### src/rtl/core_pkg.sv
// Shared types and constants for the multi-cycle RV32I core controller.
package core_pkg;

  localparam int XLEN = 32;
  localparam logic [XLEN-1:0] RESET_PC_DEFAULT = 32'h0000_0000;

  typedef enum logic [2:0] {
    FETCH   = 3'd0,
    DECODE  = 3'd1,
    EXECUTE = 3'd2,
    MEM     = 3'd3,
    WB      = 3'd4,
    HALT    = 3'd5
  } ctrl_state_e;

endpackage

### src/rtl/core_perf_cnt.sv
// Free-running cycle and retired-instruction counters; both stop advancing
// cycles once the core halts and wrap modulo 2^64.
module core_perf_cnt (
  input  logic        clk_i,
  input  logic        rst_ni,
  input  logic        retire_i,
  input  logic        halt_i,
  output logic [63:0] cycle_cnt_o,
  output logic [63:0] instret_cnt_o
);

  logic [63:0] cycle_q, cycle_d;
  logic [63:0] instret_q, instret_d;

  assign cycle_d   = halt_i   ? cycle_q   : cycle_q + 64'd1;
  assign instret_d = retire_i ? instret_q + 64'd1 : instret_q;

  always_ff @(posedge clk_i or negedge rst_ni) begin
    if (!rst_ni) begin
      cycle_q   <= '0;
      instret_q <= '0;
    end else begin
      cycle_q   <= cycle_d;
      instret_q <= instret_d;
    end
  end

  assign cycle_cnt_o   = cycle_q;
  assign instret_cnt_o = instret_q;

endmodule

### src/rtl/core_ctrl.sv
// Multi-cycle sequencer for the non-pipelined RV32I core: owns PC/IR and walks
// FETCH-DECODE-EXECUTE-MEM-WB. Define CORE_CTRL_PERF_CNT_EN for perf counters.
module core_ctrl
  import core_pkg::*;
#(
  parameter logic [XLEN-1:0] RESET_PC = RESET_PC_DEFAULT
) (
  input  logic            clk_i,
  input  logic            rst_ni,
  output logic            imem_req_o,
  output logic [XLEN-1:0] imem_addr_o,
  input  logic            imem_valid_i,
  input  logic [XLEN-1:0] imem_rdata_i,
  output logic [XLEN-1:0] instr_o,
  output logic [XLEN-1:0] pc_o,
  input  logic            dec_load_i,
  input  logic            dec_store_i,
  input  logic            dec_wr_rd_i,
  input  logic            dec_illegal_i,
  input  logic [XLEN-1:0] ex_res_i,
  input  logic [XLEN-1:0] ex_next_pc_i,
  output logic            dmem_req_o,
  output logic            dmem_we_o,
  output logic [XLEN-1:0] dmem_addr_o,
  input  logic            dmem_valid_i,
  input  logic [XLEN-1:0] dmem_rdata_i,
  output logic            rf_we_o,
  output logic [XLEN-1:0] rf_wdata_o,
`ifdef CORE_CTRL_PERF_CNT_EN
  output logic [63:0]     cycle_cnt_o,
  output logic [63:0]     instret_cnt_o,
`endif
  output logic            halt_o
);

  ctrl_state_e     state_q, state_d;
  logic [XLEN-1:0] pc_q, pc_d;
  logic [XLEN-1:0] instr_q, instr_d;
  logic [XLEN-1:0] res_q, res_d;
  logic [XLEN-1:0] next_pc_q, next_pc_d;
  logic            fetch_req;

  // NOTE: sequential state uses non-blocking assignments so every register
  // samples the pre-edge values regardless of statement order.
  always_ff @(posedge clk_i or negedge rst_ni) begin
    if (!rst_ni) begin
      state_q   <= FETCH;
      pc_q      <= RESET_PC;
      instr_q   <= '0;
      res_q     <= '0;
      next_pc_q <= '0;
    end else begin
      state_q   <= state_d;
      pc_q      <= pc_d;
      instr_q   <= instr_d;
      res_q     <= res_d;
      next_pc_q <= next_pc_d;
    end
  end

  // NOTE: every signal driven here gets a default before the case, so no
  // path can leave one unassigned and infer a latch.
  always_comb begin
    state_d    = state_q;
    pc_d       = pc_q;
    instr_d    = instr_q;
    res_d      = res_q;
    next_pc_d  = next_pc_q;
    fetch_req  = 1'b0;
    dmem_req_o = 1'b0;
    dmem_we_o  = 1'b0;
    rf_we_o    = 1'b0;
    halt_o     = 1'b0;

    case (state_q)
      FETCH: begin
        fetch_req = 1'b1;
        if (imem_valid_i) begin
          instr_d = imem_rdata_i;
          state_d = DECODE;
        end
      end
      DECODE: state_d = EXECUTE;
      EXECUTE: begin
        res_d     = ex_res_i;
        next_pc_d = ex_next_pc_i;
        if (dec_illegal_i || (ex_next_pc_i[1:0] != 2'b00)) begin
          state_d = HALT;
        end else if (dec_load_i || dec_store_i) begin
          state_d = MEM;
        end else begin
          state_d = WB;
        end
      end
      MEM: begin
        dmem_req_o = 1'b1;
        dmem_we_o  = dec_store_i;
        if (dmem_valid_i) begin
          if (dec_store_i) begin
            pc_d    = next_pc_q;
            state_d = FETCH;
          end else begin
            res_d   = dmem_rdata_i;
            state_d = WB;
          end
        end
      end
      WB: begin
        rf_we_o = dec_wr_rd_i;
        pc_d    = next_pc_q;
        state_d = FETCH;
      end
      HALT: halt_o = 1'b1;
      default: begin
        halt_o  = 1'b1;
        state_d = HALT;
      end
    endcase
  end

  // Reset parks the FSM in FETCH; the request must still be low while held.
  assign imem_req_o  = fetch_req & rst_ni;
  assign imem_addr_o = pc_q;
  assign pc_o        = pc_q;
  assign instr_o     = instr_q;
  assign dmem_addr_o = res_q;
  assign rf_wdata_o  = res_q;

`ifdef CORE_CTRL_PERF_CNT_EN
  logic retire;
  assign retire = (state_q == WB) ||
                  ((state_q == MEM) && dmem_valid_i && dec_store_i);

  core_perf_cnt u_perf_cnt (
    .clk_i         (clk_i),
    .rst_ni        (rst_ni),
    .retire_i      (retire),
    .halt_i        (halt_o),
    .cycle_cnt_o   (cycle_cnt_o),
    .instret_cnt_o (instret_cnt_o)
  );
`endif

endmodule

### config.mk
export PLATFORM = sky130hd
export DESIGN_NAME = core_ctrl
export DESIGN_NICKNAME = d
export VERILOG_FILES = /design/src/rtl/core_pkg.sv /design/src/rtl/core_perf_cnt.sv /design/src/rtl/core_ctrl.sv
export SDC_FILE = /design/constraint.sdc
export NUM_CORES = 1
export LEC_CHECK = 0
export CAP_MARGIN = 20
export CORE_UTILIZATION = 30
export DETAILED_ROUTE_END_ITERATION = 10
export RECOVER_POWER = 25
export SETUP_SLACK_MARGIN = 0.3
export SLEW_MARGIN = 10
export SYNTH_ARGS = -nofsm -noshare
export SYNTH_HDL_FRONTEND = slang
export SYNTH_SLANG_ARGS = --single-unit
### constraint.sdc
create_clock -name clk_i -period 3.3 [get_ports clk_i]
set_input_delay 0.66 -clock clk_i [delete_from_list [all_inputs] [get_ports clk_i]]
set_output_delay 0.66 -clock clk_i [all_outputs]
set_load 0.02 [all_outputs]
==> results.tsv <==
metric	value	unit
avgViaCountPerCell	4.34	
min_period	2.77	ns
dr.pass1.iters	4	
critPathKind	flop to primary output	
synth_area_per_cell	14.8	sq um
p_leak	3.82	nW
yosysMostFrequentCell	dfrtp_1	
core_region_area	19600	sq um
dieArea	20700	sq um
numCtsBuffers	17	
synth_cell_type_count	27	
setup_violations	0	
cts_tree	built	
slowest_delay	0.60	ns
drv_slew	38	
final_nets	787	
ys_async_sr_fraction	1.00	
start_util	0.308	
antenna_cells	0	
clkPwrFrac	0.181	
powerDensity	1090	nW/um^2
post_cts_buffers	0	
num_vias	4033	
rows	51	
drc_errors	0	
irDropWorstVdd	476	uV
violations	max-capacitance violations, max-slew violations	
sw_frac_of_total	0.358	
seq_power_share	0.298	
grt_max_degree	71	
r2r-end	imem_addr_o[28]	
ant_nets	0	
grt_pass1_vias	4231	
drt_iter0_drc	109	
start_kind	flop	
ys_warn_count	0	
netlist_instances	409	
hold_depth	1	
ioPinCount	301	
synth.area.top_cells	dfrtp_1, mux2_2, buf_4	
worst_slack	0.528	ns
cp.buffers_inverters	1	
fin_crit_sh	0.840	
synth-main-ff-cell	dfrtp_1	
drv_cap	1	
slowest_stage	clkdlybuf4s50_1	
ys_ff_latch	131	
dp.cells	897	
io_buffers	300	
syn_to_final_growth	55.6	%
finalClockSkew	0.00849	ns
ctsHoldBuffers	0	
die_w	144	um
finalInstanceArea	9390	sq um
wl_per_cell	16.0	um
worst_slew_margin_rel	-0.00125	
root_buffer	clkbuf_16	
grt_pass1_wl	22600	um
cpLargestDelayFamily	buffers and inverters	
drive_gt1_frac	0.304	
path_cells	and3b_2 -> and2_1 -> clkdlybuf4s50_1	
fp.dieH	144	um
multi_input_area	2120	sq um
min-delay-start	next_pc_q[22]	
fillerInstances	1718	
finalNonFillerCells	929	
tns	0	ns
synthDominantCellAreaShare	0.543	
synthTopCellsByCount	dfrtp_1, mux2_2, buf_4	
p_total	10.3	mW
cts.sinks	131	
reg2reg_from	state_q[0]	
critPathMaxFanout	12	
grt_overflow_total	0	
worstSetupStartpoint	state_q[0]	
end_kind	primary output	
timing.fmax	361	MHz
min_path_type	flop to flop	
max-clock-path-buffers	2	
worst_slew_pin_slew	1.50	ns
synth-edff-count	0	
r2r_cells	5	
critPathRequiredTime	2.64	ns
cts.reportedPaths.clkPinSlew	0.06	ns
post-route-util	0.479	
hold_end	imem_addr_o[22]	
cts_resized	1	
regArea	3280	sq um
finalHoldViolCount	0	
dp_slack	0.629	ns
synth_area	6040	sq um
combinationalPowerShare	0.521	
ys_seq_area_frac	0.543	
synth_nets	545	
clk-insertion-delay-late	0.41	ns
yosysTopAreaCell	dfrtp_1	
timing.hold.ws	0.502	ns
cts_max_level	4	
gp_congestion	0.762	
dpl.hpwl	11200	um
status	complete, but fails checks	
antenna_found_initial	0	
grt_use_total	0.145	
r2r_slack	0.99	ns
netSwitchingPower	3.67	mW
grt_setup_unrepaired	no	
intPower	6.59	mW
crit_arrival	2.11	ns
wl	14900	um
dpl_cell_area	8830	sq um
[kinds of logic (layout without fill, tap and decap cells)]
kind of cell,Yosys count,after routing,share of synthesized area
simple gates,24,24,0.0240
buf+inv,85,340,0.105
flops,131,131,0.543
mux,160,160,0.317
compound gates,9,9,0.0108
[worst max path at each step]
stage / end / slack (ns) / depth (start not counted)
2_1_floorplan: dmem_we_o / 1.41 / 4
3_3_place_gp: dmem_we_o / 0.62 / 3
3_5_place_dp: dmem_we_o / 0.63 / 3
4_1_cts: dmem_we_o / 0.39 / 3
5_1_grt: dmem_addr_o[17] / 0.42 / 3
6_report: dmem_we_o / 0.53 / 3
[layer usage]
metal | vias to the layer above | track usage | routed length [um]
met5 | - | 0 | 0
met4 | 0 | 0.0414 | 85
met3 | 8 | 0.0487 | 1240
met2 | 193 | 0.265 | 7860
met1 | 1983 | 0.156 | 5660
li1 | 1849 | - | -
[layout make-up]
type | instances | area share
clock buffers | 18 | 0.0468
clock inverters | 14 | 0.0164
inverters | 1 | 0.000400
multi-input cells | 193 | 0.225
flip-flops and latches | 131 | 0.349
well taps | 265 | 0.0353
repair buffers | 307 | 0.327
[state kept, by name, indices dropped and copies added (netlist names)]
signal and cells:
dmem_addr_o 32, imem_addr_o 32, instr_o 32, next_pc_q 32, state_q 3
[layout by cell type, fill, tap and decap left out, types with 3 or more instances in the layout]
master           count
clkbuf_16           17
clkinv_2             3
nor2_1               3
clkinv_4             3
inv_6                3
dfrtp_1            131
buf_4                3
mux2_4              30
o21ai_0              3
mux2_2             130
nand2b_1             3
clkdlybuf4s50_1    297
and2_1               3
[power groups by stage]
| stage | clock (mW) | sequential, mW | combinational, mW |
|---|---|---|---|
| global route | 2.00 | 3.19 | 5.63 |
| floorplan | 0 | 3.66 | 2.79 |
| CTS | 1.93 | 3.09 | 5.43 |
| finish | 1.86 | 3.06 | 5.34 |
| detailed placement | 0 | 3.10 | 5.42 |
| global placement | 0 | 3.06 | 5.36 |
No activity file was read; power rests on OpenSTA's default activity.
